`src/rtl/vm_credit_change_ctrl.sv`:
```
// -----------------------------------------------------------------------------
// vm_credit_change_ctrl
//
// Holds all of the vending machine's credit state. Inserted coins add to the
// credit register, and one affordable selected item is vended per cycle. An
// inactivity timer runs while credit is held. On timeout, or on a user
// return request, change is paid out one coin per cycle, largest coin first.
//
// States: IDLE (credit == 0), CREDIT (credit > 0), RETURN (paying change).
//
// Ports
//   clk              in   1           rising-edge clock
//   reset_n          in   1           asynchronous active-low reset
//   i_input_coin     in   NUM_COINS   one bit per denomination, 1-cycle pulse
//   i_select_item    in   NUM_ITEMS   item request, 1-cycle pulse
//   i_trigger_return in   1           user return request, 1-cycle pulse
//   o_available_item out  NUM_ITEMS   item affordable and block accepting (comb)
//   o_output_item    out  NUM_ITEMS   registered one-hot vend pulse
//   o_return_coin    out  NUM_COINS   registered one-hot change pulse
//   o_coin_reject    out  1           registered pulse: whole insertion refused
//   o_credit         out  TOTAL_BITS  current credit
//   o_wait_time      out  32          remaining inactivity count
//   o_returning      out  1           high while paying out change
// -----------------------------------------------------------------------------
module vm_credit_change_ctrl #(
  parameter int NUM_COINS  = 3,
  parameter int NUM_ITEMS  = 4,
  parameter int TOTAL_BITS = 31,
  parameter int WAIT_TIME  = 100,
  // Index 0 occupies the least significant slice.
  parameter logic [NUM_COINS*TOTAL_BITS-1:0] COIN_VALUE = {31'd1000, 31'd500, 31'd100},
  parameter logic [NUM_ITEMS*TOTAL_BITS-1:0] ITEM_PRICE = {31'd2000, 31'd1000, 31'd500, 31'd400},
  parameter logic [TOTAL_BITS-1:0]           MAX_CREDIT = 31'd10000
) (
  input  logic                  clk,
  input  logic                  reset_n,
  input  logic [NUM_COINS-1:0]  i_input_coin,
  input  logic [NUM_ITEMS-1:0]  i_select_item,
  input  logic                  i_trigger_return,
  output logic [NUM_ITEMS-1:0]  o_available_item,
  output logic [NUM_ITEMS-1:0]  o_output_item,
  output logic [NUM_COINS-1:0]  o_return_coin,
  output logic                  o_coin_reject,
  output logic [TOTAL_BITS-1:0] o_credit,
  output logic [31:0]           o_wait_time,
  output logic                  o_returning
);

  localparam logic [1:0] ST_IDLE   = 2'd0;
  localparam logic [1:0] ST_CREDIT = 2'd1;
  localparam logic [1:0] ST_RETURN = 2'd2;

  // Coin sum is widened so several large coins in one cycle cannot wrap
  // before the ceiling comparison.
  localparam int SUM_W = TOTAL_BITS + $clog2(NUM_COINS + 1);

  localparam logic [31:0] WAIT_RELOAD = 32'(WAIT_TIME);

  function automatic logic [TOTAL_BITS-1:0] coin_val(input int j);
    return COIN_VALUE[j*TOTAL_BITS +: TOTAL_BITS];
  endfunction

  function automatic logic [TOTAL_BITS-1:0] item_price(input int i);
    return ITEM_PRICE[i*TOTAL_BITS +: TOTAL_BITS];
  endfunction

  logic [1:0]            state_q,  state_d;
  logic [TOTAL_BITS-1:0] credit_q, credit_d;
  logic [31:0]           timer_q,  timer_d;
  logic [NUM_ITEMS-1:0]  item_q,   item_d;
  logic [NUM_COINS-1:0]  ret_q,    ret_d;
  logic                  reject_q, reject_d;

  logic [SUM_W-1:0]      coin_sum;
  logic [SUM_W-1:0]      credit_ext;
  logic [TOTAL_BITS-1:0] after_vend;
  logic [TOTAL_BITS-1:0] credit_next;
  logic                  coin_ok;
  logic                  coin_acc;

  logic                  vend_hit;
  logic [NUM_ITEMS-1:0]  vend_oh;
  logic [TOTAL_BITS-1:0] vend_price;

  logic                  ret_hit;
  logic [NUM_COINS-1:0]  ret_oh;
  logic [TOTAL_BITS-1:0] ret_val;

  // Affordability, vend pick and change pick all look at registered credit.
  always_comb begin
    // NOTE: every combinationally assigned signal gets a default before any
    // conditional logic, so no path leaves it unassigned and no latch forms.
    o_available_item = '0;
    coin_sum         = '0;
    vend_hit         = 1'b0;
    vend_oh          = '0;
    vend_price       = '0;
    ret_hit          = 1'b0;
    ret_oh           = '0;
    ret_val          = '0;

    for (int i = 0; i < NUM_COINS; i++) begin
      if (i_input_coin[i]) coin_sum = coin_sum + SUM_W'(coin_val(i));
    end

    for (int i = 0; i < NUM_ITEMS; i++) begin
      o_available_item[i] = (state_q != ST_RETURN) && (credit_q >= item_price(i));
    end

    // Lowest affordable selected index wins; the rest of the request is dropped.
    for (int i = 0; i < NUM_ITEMS; i++) begin
      if (!vend_hit && i_select_item[i] && o_available_item[i]) begin
        vend_hit   = 1'b1;
        vend_oh[i] = 1'b1;
        vend_price = item_price(i);
      end
    end

    // Ascending scan; the last coin that fits is the largest one.
    for (int j = 0; j < NUM_COINS; j++) begin
      if (coin_val(j) <= credit_q) begin
        ret_hit   = 1'b1;
        ret_oh    = '0;
        ret_oh[j] = 1'b1;
        ret_val   = coin_val(j);
      end
    end
  end

  // Ceiling check covers the vend taken in the same cycle.
  always_comb begin
    after_vend  = credit_q - vend_price;
    credit_ext  = SUM_W'(after_vend) + coin_sum;
    coin_ok     = credit_ext <= SUM_W'(MAX_CREDIT);
    coin_acc    = coin_ok && (|i_input_coin);
    credit_next = coin_ok ? credit_ext[TOTAL_BITS-1:0] : after_vend;
  end

  always_comb begin
    state_d  = state_q;
    credit_d = credit_q;
    timer_d  = timer_q;
    item_d   = '0;
    ret_d    = '0;
    reject_d = 1'b0;

    case (state_q)
      ST_RETURN: begin
        if (ret_hit) begin
          ret_d    = ret_oh;
          credit_d = credit_q - ret_val;
        end else begin
          // Anything below the smallest coin is forfeited.
          credit_d = '0;
          state_d  = ST_IDLE;
          timer_d  = WAIT_RELOAD;
        end
      end

      default: begin
        if (state_q == ST_CREDIT && i_trigger_return) begin
          // Return request beats any coin or selection in the same cycle.
          state_d = ST_RETURN;
        end else begin
          credit_d = credit_next;
          reject_d = (|i_input_coin) && !coin_ok;
          if (vend_hit) item_d = vend_oh;

          if (coin_acc || vend_hit) begin
            timer_d = WAIT_RELOAD;
          end else if (state_q == ST_CREDIT && timer_q != 32'd0) begin
            timer_d = timer_q - 32'd1;
          end

          if (state_q == ST_CREDIT && !coin_acc && !vend_hit && timer_q == 32'd1) begin
            state_d = ST_RETURN;
          end else begin
            state_d = (credit_next != '0) ? ST_CREDIT : ST_IDLE;
          end
        end
      end
    endcase
  end

  // NOTE: sequential state uses non-blocking assignments so every register
  // samples the pre-edge values, independent of statement order.
  always_ff @(posedge clk or negedge reset_n) begin
    if (!reset_n) begin
      state_q  <= ST_IDLE;
      credit_q <= '0;
      timer_q  <= WAIT_RELOAD;
      item_q   <= '0;
      ret_q    <= '0;
      reject_q <= 1'b0;
    end else begin
      state_q  <= state_d;
      credit_q <= credit_d;
      timer_q  <= timer_d;
      item_q   <= item_d;
      ret_q    <= ret_d;
      reject_q <= reject_d;
    end
  end

  assign o_output_item = item_q;
  assign o_return_coin = ret_q;
  assign o_coin_reject = reject_q;
  assign o_credit      = credit_q;
  assign o_wait_time   = timer_q;
  assign o_returning   = (state_q == ST_RETURN);

endmodule
```
`config.mk`:
```
export PLATFORM = sky130hd
export DESIGN_NAME = vm_credit_change_ctrl
export DESIGN_NICKNAME = d
export VERILOG_FILES = /design/src/rtl/vm_credit_change_ctrl.sv
export SDC_FILE = /design/constraint.sdc
export NUM_CORES = 1
export LEC_CHECK = 0
export CAP_MARGIN = 20
export CORE_MARGIN = 1.5
export CORE_UTILIZATION = 45
export DETAILED_ROUTE_END_ITERATION = 12
export GPL_TIMING_DRIVEN = 0
export PLACE_DENSITY = 0.65
export SYNTH_ARGS = -nofsm -noshare
export SYNTH_HDL_FRONTEND = slang
export SYNTH_SLANG_ARGS = --single-unit
```
`constraint.sdc`:
```
create_clock -name clk -period 8.55 [get_ports clk]
set_input_delay 1.71 -clock clk [delete_from_list [all_inputs] [get_ports clk]]
set_output_delay 1.71 -clock clk [all_outputs]
set_load 0.01 [all_outputs]
```
* After elaboration in Yosys (flattened, before gate mapping)
Index checks and enable logic that the tools add are counted. Widths: inputs -> output; s select.
Operators by class: reductions and logical operators 30, equal/unequal tests 6, $add $sub $neg 6, mux-type cells 44, order comparisons 8
Operator list (number):
- $mux 31 | 9
- $mux 32 | 5
- $mux 33 | 2
- $ge 31x9->1 const B | 2
- $sub 31x31->31 | 2
- $add 31x33->33 | 1
- $add 33x10->33 const B | 1
- $add 33x9->33 const B | 1
- $le 33x14->1 const B | 1
- $eq 32x1->1 const B | 1
- $reduce_bool 32->1 | 1
- $sub 32x1->32 const B | 1
- $ge 31x10->1 const B | 1
- $ge 31x11->1 const B | 1
- $le 10x31->1 const A | 1
- $le 7x31->1 const A | 1
- $le 9x31->1 const A | 1
- $reduce_bool 31->1 | 1
- $logic_and 1x1->1 | 18
- $mux 1 | 14
- $mux 7 | 2
- $mux 3 | 4
- $mux 4 | 3
- $mux 9 | 1
- 9 further kinds | 19
Storage, ports and cells: input bits 10, register bits after elaboration 73, word-level logic and storage cells 100, output and inout bits 76

* Logic depth before layout (Yosys ltp)
Gate-level depths: netlist of run 1.
depth in word-level cells 27, mapped depth 35, mapped depth without buffers 32

* Least setup slack after synthesis of run 1
No wires, ideal clock.
kind input to register, start point input port i_select_item[0], end point register timer_q[1], in the netlist o_wait_time[1], cell stages on the path 27, setup slack 1601 ps, data required time 8376 ps, data arrival time 6775 ps, path buffers 1, library setup time 174 ps, cells stage by stage o31a_1 -> o21ai_0 -> nand2b_1 -> or3_1 -> and3_1 -> ha_1 -> o21a_1 -> o31a_1 -> or2_2 -> nor3_1 -> a31oi_1 -> xnor2_1 -> ha_1 -> o21a_1 -> a21o_1 -> a21oi_1 -> nor2b_1 -> nor2_1 -> o32ai_2 -> and3_1 -> nand3_1 -> a211oi_2 -> nand4_2 -> nor3_1 -> o31a_1 -> buf_4 -> o32ai_2
Between the ends: cells in the longest elaborated chain, start to end 22, elaborated cells on any way between the ends 28, classes of those cells add/sub: 2; order compare: 1; mux: 11; reduce/logical: 14
Ends and longest elaborated chain:
- start, declared | RTL line 38 | input logic [NUM_ITEMS-1:0] i_select_item,
- $logic_and 1x1->1 * | RTL line 112 | if (!vend_hit && i_select_item[i] && o_available_item[i]) begin
- $mux 1 | RTL line 112
- $logic_not 1->1 | RTL line 112
- $logic_and 1x1->1 (2 in a row) | RTL line 112
- $mux 1 | RTL line 112
- $logic_not 1->1 | RTL line 112
- $logic_and 1x1->1 (2 in a row) | RTL line 112
- $mux 1 | RTL line 112
- [4 not listed]
- $sub 31x31->31 | RTL line 132 | after_vend = credit_q - vend_price;
- $add 31x33->33 | RTL line 133 | credit_ext = SUM_W'(after_vend) + coin_sum;
- $le 33x14->1 | RTL line 134 | coin_ok = credit_ext <= SUM_W'(MAX_CREDIT);
- $logic_and 1x1->1 | RTL line 135 | coin_acc = coin_ok && (|i_input_coin);
- $logic_or 1x1->1 * | RTL line 169 | if (coin_acc || vend_hit) begin
- $mux 32 | RTL line 169
- $mux 32 | RTL line 161 | if (state_q == ST_CREDIT && i_trigger_return) begin
- $mux 32 | RTL line 147 | case (state_q)
- end signal, assigned | RTL line 198 | timer_q <= timer_d;
- end, declared | RTL line 69 | logic [31:0] timer_q, timer_d;
Mark *: on every way between the ends. The rest lies on a longest branch, timed or not. The select of a mux whose other input is x is not followed. A chain may end at the register's enable or synchronous reset.

* Worst setup path in the final report of run 1
start point input port i_select_item[1], end point register credit_q[5], in the netlist o_credit[5]
Between the ends: cells in the longest elaborated chain, start to end 17, elaborated cells on any way between the ends 19, classes of those cells add/sub: 2; order compare: 1; mux: 8; reduce/logical: 8
Ends and longest elaborated chain:
- $logic_and 1x1->1 * (2 in a row) | RTL line 112
- $mux 1 | RTL line 112
- $logic_not 1->1 | RTL line 112
- $logic_and 1x1->1 (2 in a row) | RTL line 112
- $mux 1 | RTL line 112
- $logic_not 1->1 | RTL line 112
- $logic_and 1x1->1 (2 in a row) | RTL line 112
- $mux 31 * | RTL line 112
- $sub 31x31->31 * | RTL line 132
- $add 31x33->33 | RTL line 133
- $le 33x14->1 | RTL line 134
- $mux 31 * | RTL line 136 | credit_next = coin_ok ? credit_ext[TOTAL_BITS-1:0] : after_vend;
- $mux 31 * | RTL line 161
- $mux 31 * | RTL line 147
- end signal, assigned | RTL line 197 | credit_q <= credit_d;
- end, declared | RTL line 68 | logic [TOTAL_BITS-1:0] credit_q, credit_d;
Marks and branches as above.

==> results of run 1 <==
[where the power goes]
part           internal [uW]  switching (uW)
combinational            887            1380
sequential               416             107
clock                    234             158
[cell usage in the layout (no fill, tap or decap), types with 18 or more instances in the layout]
cell type        Yosys  routed
nor3_1              34      33
nand3_1             25      25
ha_1                30      30
nand2_1             55      54
a21oi_1             48      47
xnor2_1             45      44
dfrtp_1             68      68
nor4_1              19      18
o21ai_0             46      42
clkdlybuf4s50_1      0      81
xor2_1              21      21
inv_1               26      26
nor2_1              95      94
clkbuf_1            28      29
[synthesized netlist by cell type (9+ instances only)]
library cell / instances / area (um^2)
nor2_1: 95 / 357
ha_1: 30 / 375
or3_1: 14 / 87.6
a21oi_1: 48 / 240
nand4_1: 14 / 87.6
a211oi_1: 12 / 90.1
and2_1: 9 / 56.3
dfrtp_1: 68 / 1700
nand3_1: 25 / 125
nor4_1: 19 / 119
xnor2_1: 45 / 394
a31oi_1: 10 / 62.6
nor2b_1: 13 / 81.3
nor3_1: 34 / 170
xor2_1: 21 / 184
o21ai_0: 46 / 230
nand2b_1: 14 / 87.6
clkbuf_1: 28 / 105
a21o_1: 11 / 82.6
inv_1: 26 / 97.6
nand2_1: 55 / 206
and3_1: 13 / 81.3
[worst reg2reg max path, delay by kind of cell, from the launching register on]
kind	cells	cell delay [ps]
XOR/XNOR	1	250
AND/OR/NAND/NOR	12	3110
buffers and inverters	4	950
flip-flops	1	410
multiplexers	1	310
AO/OA/AOI/OAI	12	2090
adder cells (fa/ha/maj)	2	600
[sequential cells by signal, summed over array words and instances, names as in the netlist]
register and cells:
o_credit 29, o_output_item 4, o_coin_reject 1, o_return_coin 3
state_q 2, o_wait_time 32
[per-layer routing]
layer  global-route usage (%)  vias up  wire [um]
met4                     13.5        0        792
met3                     5.04       55       1810
met2                     47.2      318      10000
li1                         -     3204          -
met1                     39.9     3334       9720
met5                        0        -          0
[per-stage QoR]
step           cells  utilization [%]
6_report        1099             57.2
5_1_grt         1099             57.2
4_1_cts         1096             56.5
3_5_place_dp    1080             54.4
3_3_place_gp    1078             54.1
2_1_floorplan    816                -
[kinds of logic (layout without fill, tap and decap cells)]
logic type / Yosys count / after routing
and+or+nand+nor: 350 / 350
buffers and inverters: 68 / 171
DFF: 71 / 71
xor gates and xnor gates: 66 / 66
AOI/OAI and AO/OA: 217 / 217
muxes: 9 / 9
adders and majority gates: 33 / 33
other: 1 / 2
[layout make-up]
class                           instances  area (um^2)  share of cell area [%]
Buffer                                 42          190                    2.37
Tap cell                              180          225                    2.81
Timing Repair Buffer                   87          875                    10.9
Multi-Input combinational cell        677         4560                    56.8
Clock buffer                           11          243                    3.02
Sequential cell                        71         1780                    22.2
Clock inverter                          5         57.6                   0.717
Inverter                               26         97.6                    1.22
[what timing repair did]
| item | in CTS | in global routing |
|---|---|---|
| gates resized for setup | 0 | 19 |
| buffers inserted | 0 | 1 |
| setup endpoints to repair | 0 | 48 |
| endpoints found under the hold margin | 0 | 0 |
[worst max path at each step]
stage / start / endpoint / slack, ps / cells after the start
5_1_grt: i_select_item[1] / o_credit[5] / 40 / 31
3_5_place_dp: i_select_item[1] / o_credit[5] / -310 / 27
4_1_cts: i_select_item[1] / o_credit[5] / 30 / 27
3_3_place_gp: i_select_item[1] / o_credit[5] / -190 / 27
2_1_floorplan: i_select_item[0] / o_wait_time[1] / 1600 / 27
6_report: i_select_item[1] / o_credit[5] / 480 / 30
==> impl_metrics.env, run 1 <==
export IMPL_cts_hold_buffers=0
export IMPL_ys_seq_area_share_pct=27.2
export IMPL_outcome="finished clean"
export IMPL_area_growth_pct=22.6
export IMPL_path_class="input port to flip-flop"
export IMPL_synth_compound_area_share_pct=23.0
export IMPL_rr_startpoint="o_credit[19]"
export IMPL_syn_area_per_cell_um2=8.04
export IMPL_hold_depth=2
export IMPL_dp_hpwl_um=17200
export IMPL_initial_core_util_pct=46.6
export IMPL_hold_path_class="flip-flop to flip-flop"
export IMPL_clock_path_buffers=2
export IMPL_min_period_ps=8070
export IMPL_cts_sinks=71
export IMPL_min_to="o_wait_time[8]"
export IMPL_die_area_um2=15300
export IMPL_final_net_count=957
export IMPL_dr_pass1_iters=5
export IMPL_die_h_um=124
export IMPL_cts_buffers=9
export IMPL_synthCells=815
export IMPL_grt_pass1_wl_um=34700
export IMPL_clk_latency_ps=350
export IMPL_tns_ps=0
export IMPL_ys_ff_latch=71
export IMPL_max_slew_margin_rel_pct=22.0
export IMPL_die_x_um=124
export IMPL_p_total_uw=3180
export IMPL_rsz0062_at_grt="no"
export IMPL_synthMuxAreaShare_pct=1.41
export IMPL_grt_usage_pct=29.9
export IMPL_r2r_setup_slack_ps=700
export IMPL_power_density_nw_per_um2=396
export IMPL_htree_num_levels=3
export IMPL_cpPeakStageDelay_ps=500
export IMPL_finalHoldViolCount=0
export IMPL_drv_slew=0
export IMPL_drv_cap=0
export IMPL_synth_cell_types=80
export IMPL_fin_ws_ps=480
export IMPL_synth_top_family_by_area="simple AND/OR/NAND/NOR gates"
export IMPL_io_pins=86
export IMPL_cts_tree="built"
export IMPL_drc=0
export IMPL_ant_nets=0
export IMPL_drive_above_1_share_pct=8.49
export IMPL_drt_wl_total_um=22300
export IMPL_nFillCells=1307
export IMPL_fin_crit_sh_pct=94.4
export IMPL_yosysWarnings=0
export IMPL_whs_ps=556
export IMPL_grt_pass1_vias=6420
export IMPL_cp_top_family="simple AND/OR/NAND/NOR gates"
export IMPL_fmax_mhz=124
export IMPL_p_leak_uw=0.00324
export IMPL_rr_endpoint="o_credit[5]"
export IMPL_cp_end_kind="flip-flop"
export IMPL_clock_root_buffer="clkbuf_16"
export IMPL_crit_path_top_delay_cell="or3_1"
export IMPL_rows=43
export IMPL_grt_max_degree=49
export IMPL_async_reset_ff_share_pct=100
export IMPL_fin_worst_skew_ps=10.9
export IMPL_dp_slack_ps=-314
export IMPL_worstPathRequired_ps=8750
export IMPL_worst_path_buf_inv=4
export IMPL_cp_arrival_ps=8270
export IMPL_hold_start="o_wait_time[8]"
export IMPL_antenna_found_initial=0
export IMPL_drt_iter0_drc=581
export IMPL_yosys_area_share_adder_pct=6.65
export IMPL_num_antenna_cells=0
export IMPL_ir_drop_mv=0.300
export IMPL_wl_per_cell_um=20.3
export IMPL_cp_start_kind="input port"
export IMPL_synth_edff_count=0
export IMPL_postLayoutCellArea_um2=8030
export IMPL_tightestPinTransition_ps=1160
export IMPL_crit_fanout=10
export IMPL_clk_pin_slew_ps=70
export IMPL_vias_per_cell=6.29
export IMPL_synthFlopType="dfrtp_1"
export IMPL_synth_xor_area_share_pct=8.83
export IMPL_grt_overflow=0
export IMPL_coreArea_um2=14000
export IMPL_port_buffer_count=82
export IMPL_place_gp_congestion=1.02
export IMPL_synthesis_area_um2=6550
export IMPL_vias=6911
export IMPL_setup_violations_final=0
export IMPL_reg2reg_depth=32
export IMPL_post_dp_cell_area_um2=7640
export IMPL_synth_simple_gate_area_share_pct=28.5
Note: power is estimated with default switching activity, not from simulation.
==> inputs of run 2 (changes only) <==
--- a/config.mk
+++ b/config.mk
@@ -5,12 +5,14 @@
 export SDC_FILE = /design/constraint.sdc
 export NUM_CORES = 1
 export LEC_CHECK = 0
+export ABC_AREA = 1
 export CAP_MARGIN = 20
 export CORE_MARGIN = 1.5
 export CORE_UTILIZATION = 45
+export CTS_BUF_LIST = sky130_fd_sc_hd__clkbuf_4 sky130_fd_sc_hd__clkbuf_8 sky130_fd_sc_hd__clkbuf_16
 export DETAILED_ROUTE_END_ITERATION = 12
 export GPL_TIMING_DRIVEN = 0
-export PLACE_DENSITY = 0.65
+export PLACE_DENSITY = 0.64
 export SYNTH_ARGS = -nofsm -noshare
 export SYNTH_HDL_FRONTEND = slang
 export SYNTH_SLANG_ARGS = --single-unit
==> impl_metrics.env, run 2 <==
export IMPL_outcome="finished clean"
export IMPL_synth_edff_count=0
export IMPL_cts_tree="built"
export IMPL_power_density_nw_per_um2=88.2
export IMPL_min_period_ps=7250
export IMPL_final_cell_mix="307 x nand2_1, 187 x nor2_1, 111 x inv_1"
export IMPL_clk_latency_ps=340
export IMPL_crit_path_top_delay_cell="clkdlybuf4s50_1"
export IMPL_pwr_share_clk_pct=52.5
export IMPL_synth_area_leaders="dfrtp_1 22%, nand2_1 15%, nor2_1 9.1%"
export IMPL_io_pins=86
export IMPL_cts_sinks=71
export IMPL_rsz0062_at_grt="no"
export IMPL_cts_hold_buffers=0
export IMPL_min_to="o_wait_time[31]"
export IMPL_finalNonFillerCells=1503
export IMPL_synthFlopType="dfrtp_1"
export IMPL_ys_seq_area_share_pct=23.1
export IMPL_tightestPinTransition_ps=732
export IMPL_htree_num_levels=3
export IMPL_async_reset_ff_share_pct=100
export IMPL_clk_pin_slew_ps=60
export IMPL_crit_fanout=10
export IMPL_register_area_um2=1780
export IMPL_path_class="input port to flip-flop"
export IMPL_grt_usage_pct=27.9
export IMPL_cpPeakStageDelay_ps=430
export IMPL_ant_nets=0
export IMPL_multiInputGateArea_um2=5270
export IMPL_cp_end_kind="flip-flop"
export IMPL_fin_crit_sh_pct=84.8
export IMPL_reg2reg_depth=43
export IMPL_max_slew_margin_rel_pct=51.0
export IMPL_dp_hpwl_um=19900
export IMPL_fmax_mhz=138
export IMPL_tns_ps=0
export IMPL_syn_area_per_cell_um2=6.51
export IMPL_hold_depth=2
export IMPL_cts_setup_buffers=0
export IMPL_p_sw_uw=192
export IMPL_ys_ff_latch=71
export IMPL_yosysWarnings=0
export IMPL_path_common_cell="nand2_1"
export IMPL_die_area_um2=17900
export IMPL_synthCells=1183
export IMPL_ctsResizeCount=0
export IMPL_wl_per_cell_um=16.4
export IMPL_cp_arrival_ps=7530
export IMPL_synth_most_common_cell="nand2_1"
export IMPL_drt_iter0_drc=489
export IMPL_p_leak_uw=0.00432
export IMPL_port_buffer_count=82
export IMPL_antenna_found_initial=0
export IMPL_p_sw_share_pct=23.7
export IMPL_grt_pass1_wl_um=39100
export IMPL_coreArea_um2=16600
export IMPL_utilization_pct=55.0
export IMPL_fin_worst_skew_ps=11.2
export IMPL_rr_endpoint="state_q[0]"
export IMPL_drt_wl_total_um=24600
export IMPL_drv_cap=0
export IMPL_drv_slew=0
export IMPL_clock_root_buffer="clkbuf_16"
export IMPL_setup_violations_final=0
export IMPL_combPwrFrac_pct=5.9
export IMPL_largest_register_ffs=32
export IMPL_grt_overflow=0
export IMPL_finalHoldViolCount=0
export IMPL_drc=0
export IMPL_hold_path_class="flip-flop to flip-flop"
export IMPL_die_x_um=134
export IMPL_r2r_setup_slack_ps=1580
export IMPL_grt_pass1_vias=7320
export IMPL_grt_max_degree=55
export IMPL_cp_start_kind="input port"
export IMPL_dp_cells=1487
export IMPL_layout_commonest_cell="nand2_1"
export IMPL_yosys_top_cells_count="307 x nand2_1, 187 x nor2_1, 111 x inv_1"
export IMPL_initial_core_util_pct=46.3
export IMPL_hold_start="o_wait_time[31]"
export IMPL_rows=47
export IMPL_synth_cell_types=55
export IMPL_vias=8116
export IMPL_cts_buffers=9
export IMPL_clock_path_buffers=2
export IMPL_drive_above_1_share_pct=12.1
export IMPL_synth_largest_area_cell="dfrtp_1"
export IMPL_dr_pass1_iters=5
export IMPL_p_seq_share_pct=41.6
export IMPL_die_h_um=134
export IMPL_yosys_area_top_type_share_pct=22.1
export IMPL_ir_drop_mv=0.115
export IMPL_cell_internal_pwr_uw=616
export IMPL_synthesis_area_um2=7700
export IMPL_num_antenna_cells=0
export IMPL_final_net_count=1321
export IMPL_vias_per_cell=5.40
export IMPL_area_growth_pct=18.8
export IMPL_nFillCells=1738
export IMPL_place_gp_congestion=0.966
export IMPL_rr_startpoint="o_credit[24]"
export IMPL_worstPathRequired_ps=8830
-- run 2: cell count changes after synthesis, sizes merged, moves of 12 or more --
cell	before	now
a21oi	48	29
a211oi	13	1
nor3	38	17
xnor2	45	26
or3	14	0
nand3	25	110
and3	13	1
inv	26	137
nand2b	14	0
nand4	15	31
nor2	95	218
clkbuf	28	11
nand2	57	348
nor2b	13	0
-- run 2: area by class of cell --
cell class	count	area share, %
Sequential cell	71	19.5
Tap cell	220	3.01
Multi-Input combinational cell	952	57.6
Inverter	140	5.80
Clock inverter	6	1.03
Clock buffer	10	2.54
Buffer	21	1.34
Timing Repair Buffer	83	9.24
-- run 2: cell families (layout without fill, tap and decap cells) --
group,Yosys count,count (layout),synth area share (%)
AOI/OAI and AO/OA,108,108,8.58
xor gates and xnor gates,58,58,6.60
adders and majority gates,33,33,5.65
buffers and inverters,161,260,8.48
DFF,71,71,23.1
other,1,2,0.0487
and+or+nand+nor,751,751,47.5
-- run 2: worst max path at each step --
| stage | startpoint | endpoint | slack, ps | depth (start not counted) |
|---|---|---|---|---|
| global route | i_select_item[0] | o_wait_time[30] | 870 | 37 |
| floorplan | i_select_item[0] | o_wait_time[11] | 2530 | 36 |
| detailed placement | i_select_item[0] | o_wait_time[25] | 1040 | 37 |
| global placement | i_select_item[0] | o_wait_time[25] | 1040 | 37 |
| CTS | i_select_item[0] | o_wait_time[25] | 1380 | 37 |
| finish | i_select_item[0] | state_q[0] | 1300 | 38 |
-- run 2: power groups by stage --
stage | combinational (uW) | clock (uW) | sequential [uW]
after global routing | 55.0 | 442 | 336
after global placement | 46.3 | 0 | 342
after CTS | 48.4 | 428 | 336
final | 47.4 | 424 | 336
after floorplan | 29.5 | 0 | 342
after detailed placement | 48.3 | 0 | 342
-- run 2: metal layers --
| metal | track usage, % | share of wire [%] | vias to the layer above |
|---|---|---|---|
| met3 | 2.95 | 6.6 | 36 |
| met5 | 0 | 0 | - |
| met4 | 7.73 | 2.2 | 0 |
| met1 | 39.0 | 46 | 3748 |
| met2 | 45.9 | 46 | 286 |
| li1 | - | - | 4046 |
-- run 2: through the flow --
| step | cell area (um^2) | total power, uW | setup WS, ps | hold WS (ps) |
|---|---|---|---|---|
| 2_1_floorplan | 7700 | 372 | 2530 | 572 |
| 3_3_place_gp | 8800 | 389 | 1040 | 562 |
| 3_5_place_dp | 8830 | 390 | 1040 | 570 |
| 4_1_cts | 9150 | 813 | 1380 | 584 |
| 5_1_grt | 9150 | 833 | 872 | 620 |
| 6_report | 9150 | 808 | 1300 | 584 |
-- run 2: critical path: cells and delay by family --
kind | cells | cell delay [ps]
AND/OR/NAND/NOR | 26 | 3100
AO/OA/AOI/OAI | 4 | 880
buffers and inverters | 5 | 850
adder cells (fa/ha/maj) | 2 | 640
XOR/XNOR | 1 | 320
